## src/rtl/pid_channel_scheduler.sv

```systemverilog
// ============================================================================
// Module   : pid_channel_scheduler
// Brief    : Frame-rate controller that time-shares one PID core across
//            NUM_CHN motor channels, with per-channel timeout and overrun flag.
//            Optional output clamp: define PID_SAT_CLAMP_EN.
// Revision : 1.0 - initial release
// ============================================================================
`default_nettype none

module pid_channel_scheduler #(
    parameter int DATA_WIDTH     = 16,
    parameter int NUM_CHN        = 4,
    parameter int CHN_WIDTH      = 3,
    parameter int CLK_FREQ       = 27_000_000,
    parameter int CTRL_FREQ      = 1_000,
    parameter int TIMEOUT_CYCLES = 255,
    parameter int RPM_MAX        = 1500
) (
    input  logic                          clk,
    input  logic                          rst,
    input  logic                          en_i,
    input  logic                          clr_err_i,
    input  logic [NUM_CHN*DATA_WIDTH-1:0] setpoint_i,
    input  logic [NUM_CHN*DATA_WIDTH-1:0] speed_i,
    output logic                          pid_start_o,
    output logic [CHN_WIDTH-1:0]          pid_chn_o,
    output logic [DATA_WIDTH-1:0]         pid_setpoint_o,
    output logic [DATA_WIDTH-1:0]         pid_feedback_o,
    input  logic                          pid_done_i,
    input  logic [DATA_WIDTH-1:0]         pid_data_i,
    output logic                          u_valid_o,
    output logic [CHN_WIDTH-1:0]          u_chn_o,
    output logic [DATA_WIDTH-1:0]         u_data_o,
    output logic                          busy_o,
    output logic                          overrun_o,
    output logic                          timeout_err_o,
    output logic [CHN_WIDTH-1:0]          err_chn_o
);

    localparam int CTRL_PERIOD = CLK_FREQ / CTRL_FREQ;
    localparam int TICK_W      = (CTRL_PERIOD > 1) ? $clog2(CTRL_PERIOD) : 1;
    localparam int TO_W        = (TIMEOUT_CYCLES > 0) ? $clog2(TIMEOUT_CYCLES + 1) : 1;

`ifdef PID_SAT_CLAMP_EN
    localparam bit c_clamp_en = 1'b1;
`else
    localparam bit c_clamp_en = 1'b0;
`endif
    localparam logic signed [DATA_WIDTH-1:0] c_pos_lim = DATA_WIDTH'(RPM_MAX);
    localparam logic signed [DATA_WIDTH-1:0] c_neg_lim = DATA_WIDTH'(-RPM_MAX);

    typedef enum logic [1:0] {
        S_IDLE   = 2'd0,
        S_LAUNCH = 2'd1,
        S_WAIT   = 2'd2,
        S_EMIT   = 2'd3
    } state_t;

    state_t                r_state;
    logic [TICK_W-1:0]     r_tick_cnt;
    logic [TO_W-1:0]       r_to_cnt;
    logic [CHN_WIDTH-1:0]  r_chn;
    logic [DATA_WIDTH-1:0] r_sp_snap [NUM_CHN];
    logic [DATA_WIDTH-1:0] r_fb_snap [NUM_CHN];

    logic                  w_tick;
    logic                  w_last_chn;
    logic [CHN_WIDTH-1:0]  w_next_chn;
    logic [DATA_WIDTH-1:0] w_next_sp;
    logic [DATA_WIDTH-1:0] w_next_fb;
    logic [DATA_WIDTH-1:0] w_result;

    assign w_tick     = (r_tick_cnt == TICK_W'(CTRL_PERIOD - 1));
    assign w_last_chn = (r_chn == CHN_WIDTH'(NUM_CHN - 1));
    assign w_next_chn = r_chn + 1'b1;
    assign busy_o     = (r_state != S_IDLE);

    // Snapshot of the channel that the next LAUNCH will address
    always_comb begin
        w_next_sp = '0;
        w_next_fb = '0;
        for (int i = 0; i < NUM_CHN; i++) begin
            if (w_next_chn == CHN_WIDTH'(i)) begin
                w_next_sp = r_sp_snap[i];
                w_next_fb = r_fb_snap[i];
            end
        end
    end

    always_comb begin
        w_result = pid_data_i;
        if (c_clamp_en) begin
            if ($signed(pid_data_i) > c_pos_lim) begin
                w_result = c_pos_lim;
            end else if ($signed(pid_data_i) < c_neg_lim) begin
                w_result = c_neg_lim;
            end
        end
    end

    always_ff @(posedge clk) begin
        if (rst) begin
            r_state        <= S_IDLE;
            r_tick_cnt     <= '0;
            r_to_cnt       <= '0;
            r_chn          <= '0;
            pid_start_o    <= 1'b0;
            pid_chn_o      <= '0;
            pid_setpoint_o <= '0;
            pid_feedback_o <= '0;
            u_valid_o      <= 1'b0;
            u_chn_o        <= '0;
            u_data_o       <= '0;
            overrun_o      <= 1'b0;
            timeout_err_o  <= 1'b0;
            err_chn_o      <= '0;
            for (int i = 0; i < NUM_CHN; i++) begin
                r_sp_snap[i] <= '0;
                r_fb_snap[i] <= '0;
            end
        end else begin
            r_tick_cnt  <= w_tick ? '0 : r_tick_cnt + 1'b1;
            pid_start_o <= 1'b0;
            u_valid_o   <= 1'b0;

            // Clear first so that a same-cycle error event overrides it
            if (clr_err_i) begin
                overrun_o     <= 1'b0;
                timeout_err_o <= 1'b0;
                err_chn_o     <= '0;
            end
            if (w_tick && (r_state != S_IDLE)) begin
                overrun_o <= 1'b1;
            end

            case (r_state)
                S_IDLE: begin
                    if (w_tick && en_i) begin
                        for (int i = 0; i < NUM_CHN; i++) begin
                            r_sp_snap[i] <= setpoint_i[i*DATA_WIDTH +: DATA_WIDTH];
                            r_fb_snap[i] <= speed_i[i*DATA_WIDTH +: DATA_WIDTH];
                        end
                        r_chn          <= '0;
                        pid_start_o    <= 1'b1;
                        pid_chn_o      <= '0;
                        pid_setpoint_o <= setpoint_i[DATA_WIDTH-1:0];
                        pid_feedback_o <= speed_i[DATA_WIDTH-1:0];
                        r_state        <= S_LAUNCH;
                    end
                end
                S_LAUNCH: begin
                    r_to_cnt <= '0;
                    r_state  <= S_WAIT;
                end
                S_WAIT: begin
                    if (pid_done_i) begin
                        u_valid_o <= 1'b1;
                        u_chn_o   <= r_chn;
                        u_data_o  <= w_result;
                        r_state   <= S_EMIT;
                    end else if (r_to_cnt == TO_W'(TIMEOUT_CYCLES)) begin
                        u_valid_o     <= 1'b1;
                        u_chn_o       <= r_chn;
                        u_data_o      <= '0;
                        timeout_err_o <= 1'b1;
                        err_chn_o     <= r_chn;
                        r_state       <= S_EMIT;
                    end else begin
                        r_to_cnt <= r_to_cnt + 1'b1;
                    end
                end
                S_EMIT: begin
                    if (w_last_chn) begin
                        r_state <= S_IDLE;
                    end else begin
                        r_chn          <= w_next_chn;
                        pid_start_o    <= 1'b1;
                        pid_chn_o      <= w_next_chn;
                        pid_setpoint_o <= w_next_sp;
                        pid_feedback_o <= w_next_fb;
                        r_state        <= S_LAUNCH;
                    end
                end
                default: r_state <= S_IDLE;
            endcase
        end
    end

endmodule

`default_nettype wire

```

## config.mk

```make
export PLATFORM = sky130hd
export DESIGN_NAME = pid_channel_scheduler
export DESIGN_NICKNAME = d
export VERILOG_FILES = /design/src/rtl/pid_channel_scheduler.sv
export SDC_FILE = /design/constraint.sdc
export NUM_CORES = 1
export LEC_CHECK = 0
export BUFFER_PORTS_ARGS = -buffer_cell sky130_fd_sc_hd__buf_2
export CAP_MARGIN = 0
export CORE_ASPECT_RATIO = 1.5
export CORE_MARGIN = 10
export CORE_UTILIZATION = 49
export CTS_CLUSTER_DIAMETER = 60
export DETAILED_ROUTE_END_ITERATION = 16
export PLACE_DENSITY = 0.76
export SLEW_MARGIN = 25
export SYNTH_ARGS = -nofsm -noshare
export SYNTH_HDL_FRONTEND = slang
export SYNTH_SLANG_ARGS = --single-unit
```

## constraint.sdc

```tcl
create_clock -name clk -period 4.3 [get_ports clk]
set_clock_uncertainty 0.2 [all_clocks]
set_input_delay 0.215 -clock clk [delete_from_list [all_inputs] [get_ports clk]]
set_output_delay 0.215 -clock clk [all_outputs]
set_load 0.01 [all_outputs]
```

==> results of run 1 <==
-- through the flow --
step | setup WS (ns) | util, % | hold WS (ns) | total power, mW | instance area, um2
3_3_place_gp | 1.53 | 55.9 | 0.239 | 2.98 | 10500
5_1_grt | 1.25 | 67.3 | 0.0428 | 5.01 | 12600
6_report | 1.40 | 67.3 | 0.0199 | 4.84 | 12600
4_1_cts | 1.41 | 67.1 | 0.000189 | 4.85 | 12600
3_5_place_dp | 1.42 | 55.9 | 0.248 | 3.00 | 10500
2_1_floorplan | 0.937 | - | 0.155 | 2.78 | 9380
-- how the worst max path moves through the flow --
| stage | from | end | slack, ns | cells after the start |
|---|---|---|---|---|
| floorplan | r_tick_cnt[0] | r_fb_snap[0][0] | 0.94 | 5 |
| global placement | r_tick_cnt[0] | r_fb_snap[0][15] | 1.53 | 5 |
| detailed placement | r_tick_cnt[0] | r_sp_snap[3][11] | 1.42 | 5 |
| CTS | r_tick_cnt[0] | r_sp_snap[2][7] | 1.41 | 5 |
| global route | r_tick_cnt[0] | r_fb_snap[0][7] | 1.25 | 5 |
| finish | r_tick_cnt[0] | r_fb_snap[2][8] | 1.40 | 5 |
-- power breakdown --
| part | switching, mW | internal, mW |
|---|---|---|
| Sequential | 0.0447 | 2.26 |
| Combinational | 0.425 | 0.346 |
| Clock | 0.751 | 1.02 |
| Total | 1.22 | 3.62 |
-- critical path: stages, from the launching register on --
cell and delay (ns):
dfxtp_1 0.37, ha_1 0.25, nand4bb_2 0.19, nor4_4 0.41
nand3_1 0.27, nand2_8 0.72
-- registers in the layout (all words and copies together), names as in the netlist --
name            flops
r_to_cnt            8
pid_feedback_o     16
r_state             2
r_sp_snap          64
pid_setpoint_o     16
r_tick_cnt         15
u_chn_o             3
err_chn_o           3
timeout_err_o       1
u_valid_o           1
overrun_o           1
r_chn               3
pid_start_o         1
r_fb_snap          64
u_data_o           16
-- cells in the mapped netlist (2+ instances only) --
cell / instances / share of area, %
nand2b_1: 6 / 0.40
a21oi_1: 39 / 2.1
nand3_1: 14 / 0.75
o21a_1: 31 / 2.5
nand4_1: 11 / 0.73
buf_6: 14 / 1.7
nand2_1: 26 / 1.0
o32a_1: 31 / 3.3
nand3b_1: 3 / 0.24
clkbuf_1: 42 / 1.7
buf_4: 6 / 0.48
and3_1: 4 / 0.27
and4_1: 4 / 0.37
or2_2: 2 / 0.13
o22ai_1: 31 / 2.1
o2111ai_1: 2 / 0.19
a221oi_1: 32 / 3.0
o21ai_0: 27 / 1.4
ha_1: 13 / 1.7
buf_2: 3 / 0.16
o31ai_1: 2 / 0.16
xor2_1: 6 / 0.56
nor2b_1: 5 / 0.33
nor3_1: 35 / 1.9
and2_1: 131 / 8.7
xnor2_1: 6 / 0.56
o41ai_1: 3 / 0.28
or3_1: 7 / 0.47
edfxtp_1: 128 / 41
dfxtp_1: 86 / 18
o211ai_1: 3 / 0.24
nor2_1: 17 / 0.68
inv_1: 13 / 0.52
-- layer usage --
layer  GRT usage [%]  routed length [um]  part of all wire [%]
met1            23.2               10400                    38
met2            36.3               14000                    51
met3            4.19                1880                   6.8
met4            11.2                1340                   4.8
met5               0                   0                     0
-- kinds of logic after synthesis --
kind of cell / after synthesis / synth area share, %
AO/OA/AOI/OAI: 208 / 15.9
XOR/XNOR: 12 / 1.12
adder cells (fa/ha/maj): 13 / 1.73
buffers and inverters: 78 / 4.52
flip-flops: 214 / 59.3
AND/OR/NAND/NOR: 274 / 17.3
-- what timing repair did --
action,4_1_cts,5_1_grt
endpoints found under the setup margin,0,0
endpoints found under the hold margin,180,0
hold buffers,145,0
-- area by class of cell --
type | instances | area, um2 | share of cell area (%)
Sequential cell | 214 | 5570 | 44.2
Multi-Input combinational cell | 507 | 3430 | 27.3
Timing Repair Buffer | 362 | 2570 | 20.4
Clock buffer | 26 | 544 | 4.32
Tap cell | 252 | 315 | 2.51
Clock inverter | 11 | 103 | 0.815
Inverter | 13 | 48.8 | 0.388
Antenna cell | 4 | 10.0 | 0.0795
==> impl_metrics.csv, run 1 <==
group,metric,value,unit
status,outcome,"completed",
flow_run,cap_violations,0,
global_routing,grt_antenna_before_repair,2,
worst_setup_path,worst_ep_arrival_time,2.81,ns
worst_hold_path,hold_end,"err_chn_o[1]",
sta,min_period,2.90,ns
global_routing,track_usage,20.8,%
cts,cts_resized,0,
worst_setup_path,critPathKind,"reg2reg",
floorplanning,rows,61,
cts,cts_max_level,1,
cts,cts_made_buffers,21,
detailed_routing,dr.first_iter.drc_count,477,
floorplanning,io_pins,211,
logic_synthesis,ys.flop_type,"edfxtp_1",
cts,path_clk_slew,0.06,ns
placed_design,placed_cells,1202,
sta,relSlewSlack,35.2,%
global_routing,grt_overflow,0,
logic_synthesis,async_reset_ff_share,0,%
logic_synthesis,ys_seq_elements,214,
floorplanning,initial_core_util,50.2,%
placed_design,io_buffers,210,
placed_design,place_congestion,0.837,
worst_setup_path,crit_required,4.21,ns
detailed_routing,vias_per_cell,5.62,
worst_setup_path,rrSetupSlack,1.40,ns
logic_synthesis,syn_area_per_cell,11.7,um2
cts,cts-root-buf,"clkbuf_16",
worst_setup_path,start_kind,"flip-flop",
logic_synthesis,syn-num-nets,961,
worst_setup_path,r2r-start,"r_tick_cnt[0]",
worst_setup_path,crit_path_max_fanout,128,
pwr,p_leak,5.01,nW
sta,fmax,0.345,GHz
worst_hold_path,hp-start,"pid_done_i",
final_layout,areaGrowthSynthToFinish,34.2,%
logic_synthesis,synthCells,799,
cts,clkSinkCount,214,
final_layout,final_cell_mix,"buf_2 (210), dlygate4sd3_1 (145), and2_1 (131)",
cts,worstSkewPairLatency,0.49,ns
global_routing,grt_pass1_vias,8137,
worst_setup_path,ff2ff_path_depth,5,
sta,tns,0,ns
floorplanning,die_w,133,um
worst_setup_path,r2r-end,"r_fb_snap[2][8]",
final_layout,drive_above_1_share,22.9,%
floorplanning,fp.coreArea,18700,um2
detailed_routing,post-route-drc-count,0,
final_layout,nets,1281,
logic_synthesis,yosysSeqAreaShare,59.3,%
sta,finalCritPeriodShare,67.4,%
logic_synthesis,ys_warn_count,0,
detailed_routing,wl_per_cell,19.9,um
worst_hold_path,hp-class,"in2reg",
placed_design,dp_hpwl,16.2,mm
logic_synthesis,synth.distinct_cells,49,
detailed_routing,drtAntennaViolNets,0,
final_layout,final_common_cell,"buf_2",
logic_synthesis,synth_edf_count,128,
final_layout,fillers,1345,
sta,final_hold_viol_count,0,
worst_setup_path,cp-end-kind,"flip-flop",
logic_synthesis,synth_area,9380,um2
sta,slew_viol_final,0,
detailed_routing,vias,7801,
pwr,ir_drop,0.314,mV
sta,worstMarginPinSlew,0.972,ns
floorplanning,die_height,189,um
worst_hold_path,whs_path_depth,4,
sta,finalSetupViolCount,0,
global_routing,grt_pass1_wl,43.0,mm
global_routing,grt_start_max_net_pins,129,
pwr,powerDensity,385,nW/um2
sta,rsz0062_at_grt,"no",
cts,postCtsSetupBuffers,0,
detailed_routing,first_pass_iters,5,
detailed_routing,wl,27.6,mm
cts,cts_tree,"built",
floorplanning,die-area,25200,um2
cts,clockBufferDepth,3,
final_layout,fin_cells,1389,
(Power assumes the default switching activity.)
==> run 2, diff against run 1 <==
CORE_UTILIZATION = 54   (was 49)
PLACE_DENSITY = 0.8   (was 0.76)
clock period = 3 ns   (was 4.3 ns; I/O delays follow)
==> run 2 against run 1 <==
Net effect: sequential cell count stayed put; wire length grew 5.2%; design area increased by 1.2%; global-route usage increased by 3.0 points; maximum frequency rose by 8.1%; first-iteration DRC count rose by 50%; critical path type unchanged; highest routed layer unchanged; core utilization is 6.7 points higher; critical path depth rose by 1; non-clock buffer count increased by 18.
==> impl_metrics.csv, run 2 (synthesis results as in run 1) <==
group,metric,value,unit
status,outcome,"completed",
worst_setup_path,worst_ep_arrival_time,2.66,ns
cts,path_clk_slew,0.07,ns
floorplanning,io_pins,211,
cts,cts_made_buffers,20,
pwr,p_leak,5.13,nW
final_layout,top_regs,"r_fb_snap x64, r_sp_snap x64",
cts,cts-root-buf,"clkbuf_16",
cts,clkSinkCount,214,
sta,final_hold_viol_count,0,
placed_design,place_congestion,0.844,
global_routing,grt_antenna_before_repair,2,
floorplanning,initial_core_util,54.5,%
final_layout,areaGrowthSynthToFinish,35.8,%
worst_setup_path,crit_required,2.98,ns
worst_setup_path,crit_family,"simple AND/OR/NAND/NOR gates",
sta,tns,0,ns
global_routing,grt_pass1_wl,44.8,mm
final_layout,final_common_cell,"buf_2",
final_layout,seq_area,5570,um2
sta,worstMarginPinSlew,0.954,ns
sta,relSlewSlack,36.2,%
detailed_routing,drtAntennaViolNets,0,
cts,cts_max_level,1,
detailed_routing,vias,8073,
sta,finalCritPeriodShare,89.4,%
placed_design,dp_hpwl,16.6,mm
global_routing,gr-usage-met3,5.13,%
detailed_routing,first_pass_iters,6,
pwr,power.total,7.05,mW
final_layout,fillers,1086,
sta,rsz0062_at_grt,"no",
worst_setup_path,crit_path_max_fanout,29,
floorplanning,die-area,23100,um2
floorplanning,die_w,128,um
cts,clockBufferDepth,3,
pwr,ir_drop,0.530,mV
detailed_routing,wl_per_cell,21.3,um
floorplanning,die_height,181,um
final_layout,final_cell_mix,"buf_2 (210), dlygate4sd3_1 (148), and2_1 (131)",
worst_setup_path,path_buf_inv,1,
placed_design,io_buffers,210,
global_routing,grt_start_max_net_pins,56,
detailed_routing,vias_per_cell,5.91,
detailed_routing,post-route-drc-count,0,
floorplanning,rows,59,
global_routing,grt_util_met2,42.4,%
detailed_routing,dr.first_iter.drc_count,716,
cts,worstSkewPairLatency,0.50,ns
final_layout,fin_area,12700,um2
worst_setup_path,crit_chain,"ha_1, nand4bb_2, nor4_4, nand3_1, nand2_8, buf_4",
global_routing,grt_overflow,0,
cts,cts_resized,0,
sta,min_period,2.68,ns
sta,slew_viol_final,0,
floorplanning,fp.coreArea,17200,um2
worst_setup_path,slowest_stage,"nor4_4",
worst_setup_path,start_kind,"flip-flop",
worst_hold_path,hp-class,"in2reg",
global_routing,grt_busiest_layer,"met2",
global_routing,met1_usage,25.8,%
worst_setup_path,crit_path_max_incr_delay,0.43,ns
placed_design,dpl_cell_area,10600,um2
final_layout,multi_input_area,3420,um2
flow_run,cap_violations,0,
final_layout,finish.utilization,74.0,%
sta,finalSetupViolCount,0,
cts,cts_tree,"built",
worst_setup_path,critPathKind,"reg2reg",
final_layout,drive_above_1_share,24.0,%
worst_setup_path,cp-end-kind,"flip-flop",
pwr,powerDensity,554,nW/um2
global_routing,grt_pass1_vias,8595,
sta,fmax,0.373,GHz
global_routing,track_usage,23.8,%
detailed_routing,wl,29.1,mm
final_layout,nets,1298,
[run 2: changes by cell type in the layout (fill, tap and decap cells not counted), moves of 3 or more]
cell | previous run | this run
buf_4 | 6 | 18
buf_12 | 1 | 4
dlygate4sd3_1 | 145 | 148
clkinv_1 | 5 | 1
clkbuf_16 | 21 | 24
[run 2: layout make-up]
class                   count  share of cell area [%]
well taps                 213                    2.09
flip-flops and latches    214                    43.7
diodes                      3                  0.0590
multi-input cells         507                    26.9
clock inverters             5                   0.246
repair buffers            380                    21.6
clock buffers              31                    5.09
inverters                  13                   0.383
[run 2: report_power, final]
| part | switching [mW] | leakage, nW | internal (mW) |
|---|---|---|---|
| Clock | 1.09 | 0.339 | 1.50 |
| Combinational | 0.618 | 2.77 | 0.529 |
| Sequential | 0.0708 | 2.02 | 3.23 |
[run 2: per-stage QoR]
stage | worst slack (ns) | cells | hold slack (ns)
final | 0.319 | 1366 | 0.249
after global routing | 0.169 | 1365 | 0.267
after CTS | 0.320 | 1363 | 0.232
after detailed placement | 0.343 | 1179 | 0.200
after global placement | 0.404 | 1179 | 0.196
after floorplan | 0.264 | 799 | 0.0905
[run 2: timing repair]
item / 4_1_cts / 5_1_grt
hold buffers: 148 / 0
endpoints found under the hold margin: 193 / 0
setup buffers: 0 / 0
[run 2: metal layers]
metal	up-vias	part of all wire (%)
met5	-	0
met4	0	4.1
met3	92	8.8
met2	459	52
met1	3855	35
li1	3667	-
[run 2: path summary, 6_finish.rpt]
kind,from,end,slack [ns],cells past startpoint
min,pid_data_i[13],u_data_o[13],0.25,4
max,r_tick_cnt[0],r_sp_snap[0][8],0.32,6
min reg2reg,r_tick_cnt[0],r_tick_cnt[0],0.27,1
max reg2reg,r_tick_cnt[0],r_sp_snap[0][8],0.32,6
[run 2: worst reg2reg max path: stages (launching register included)]
cell	delay, ns
dfxtp_1	0.37
ha_1	0.27
nand4bb_2	0.19
nor4_4	0.43
nand3_1	0.28
nand2_8	0.32
buf_4	0.31
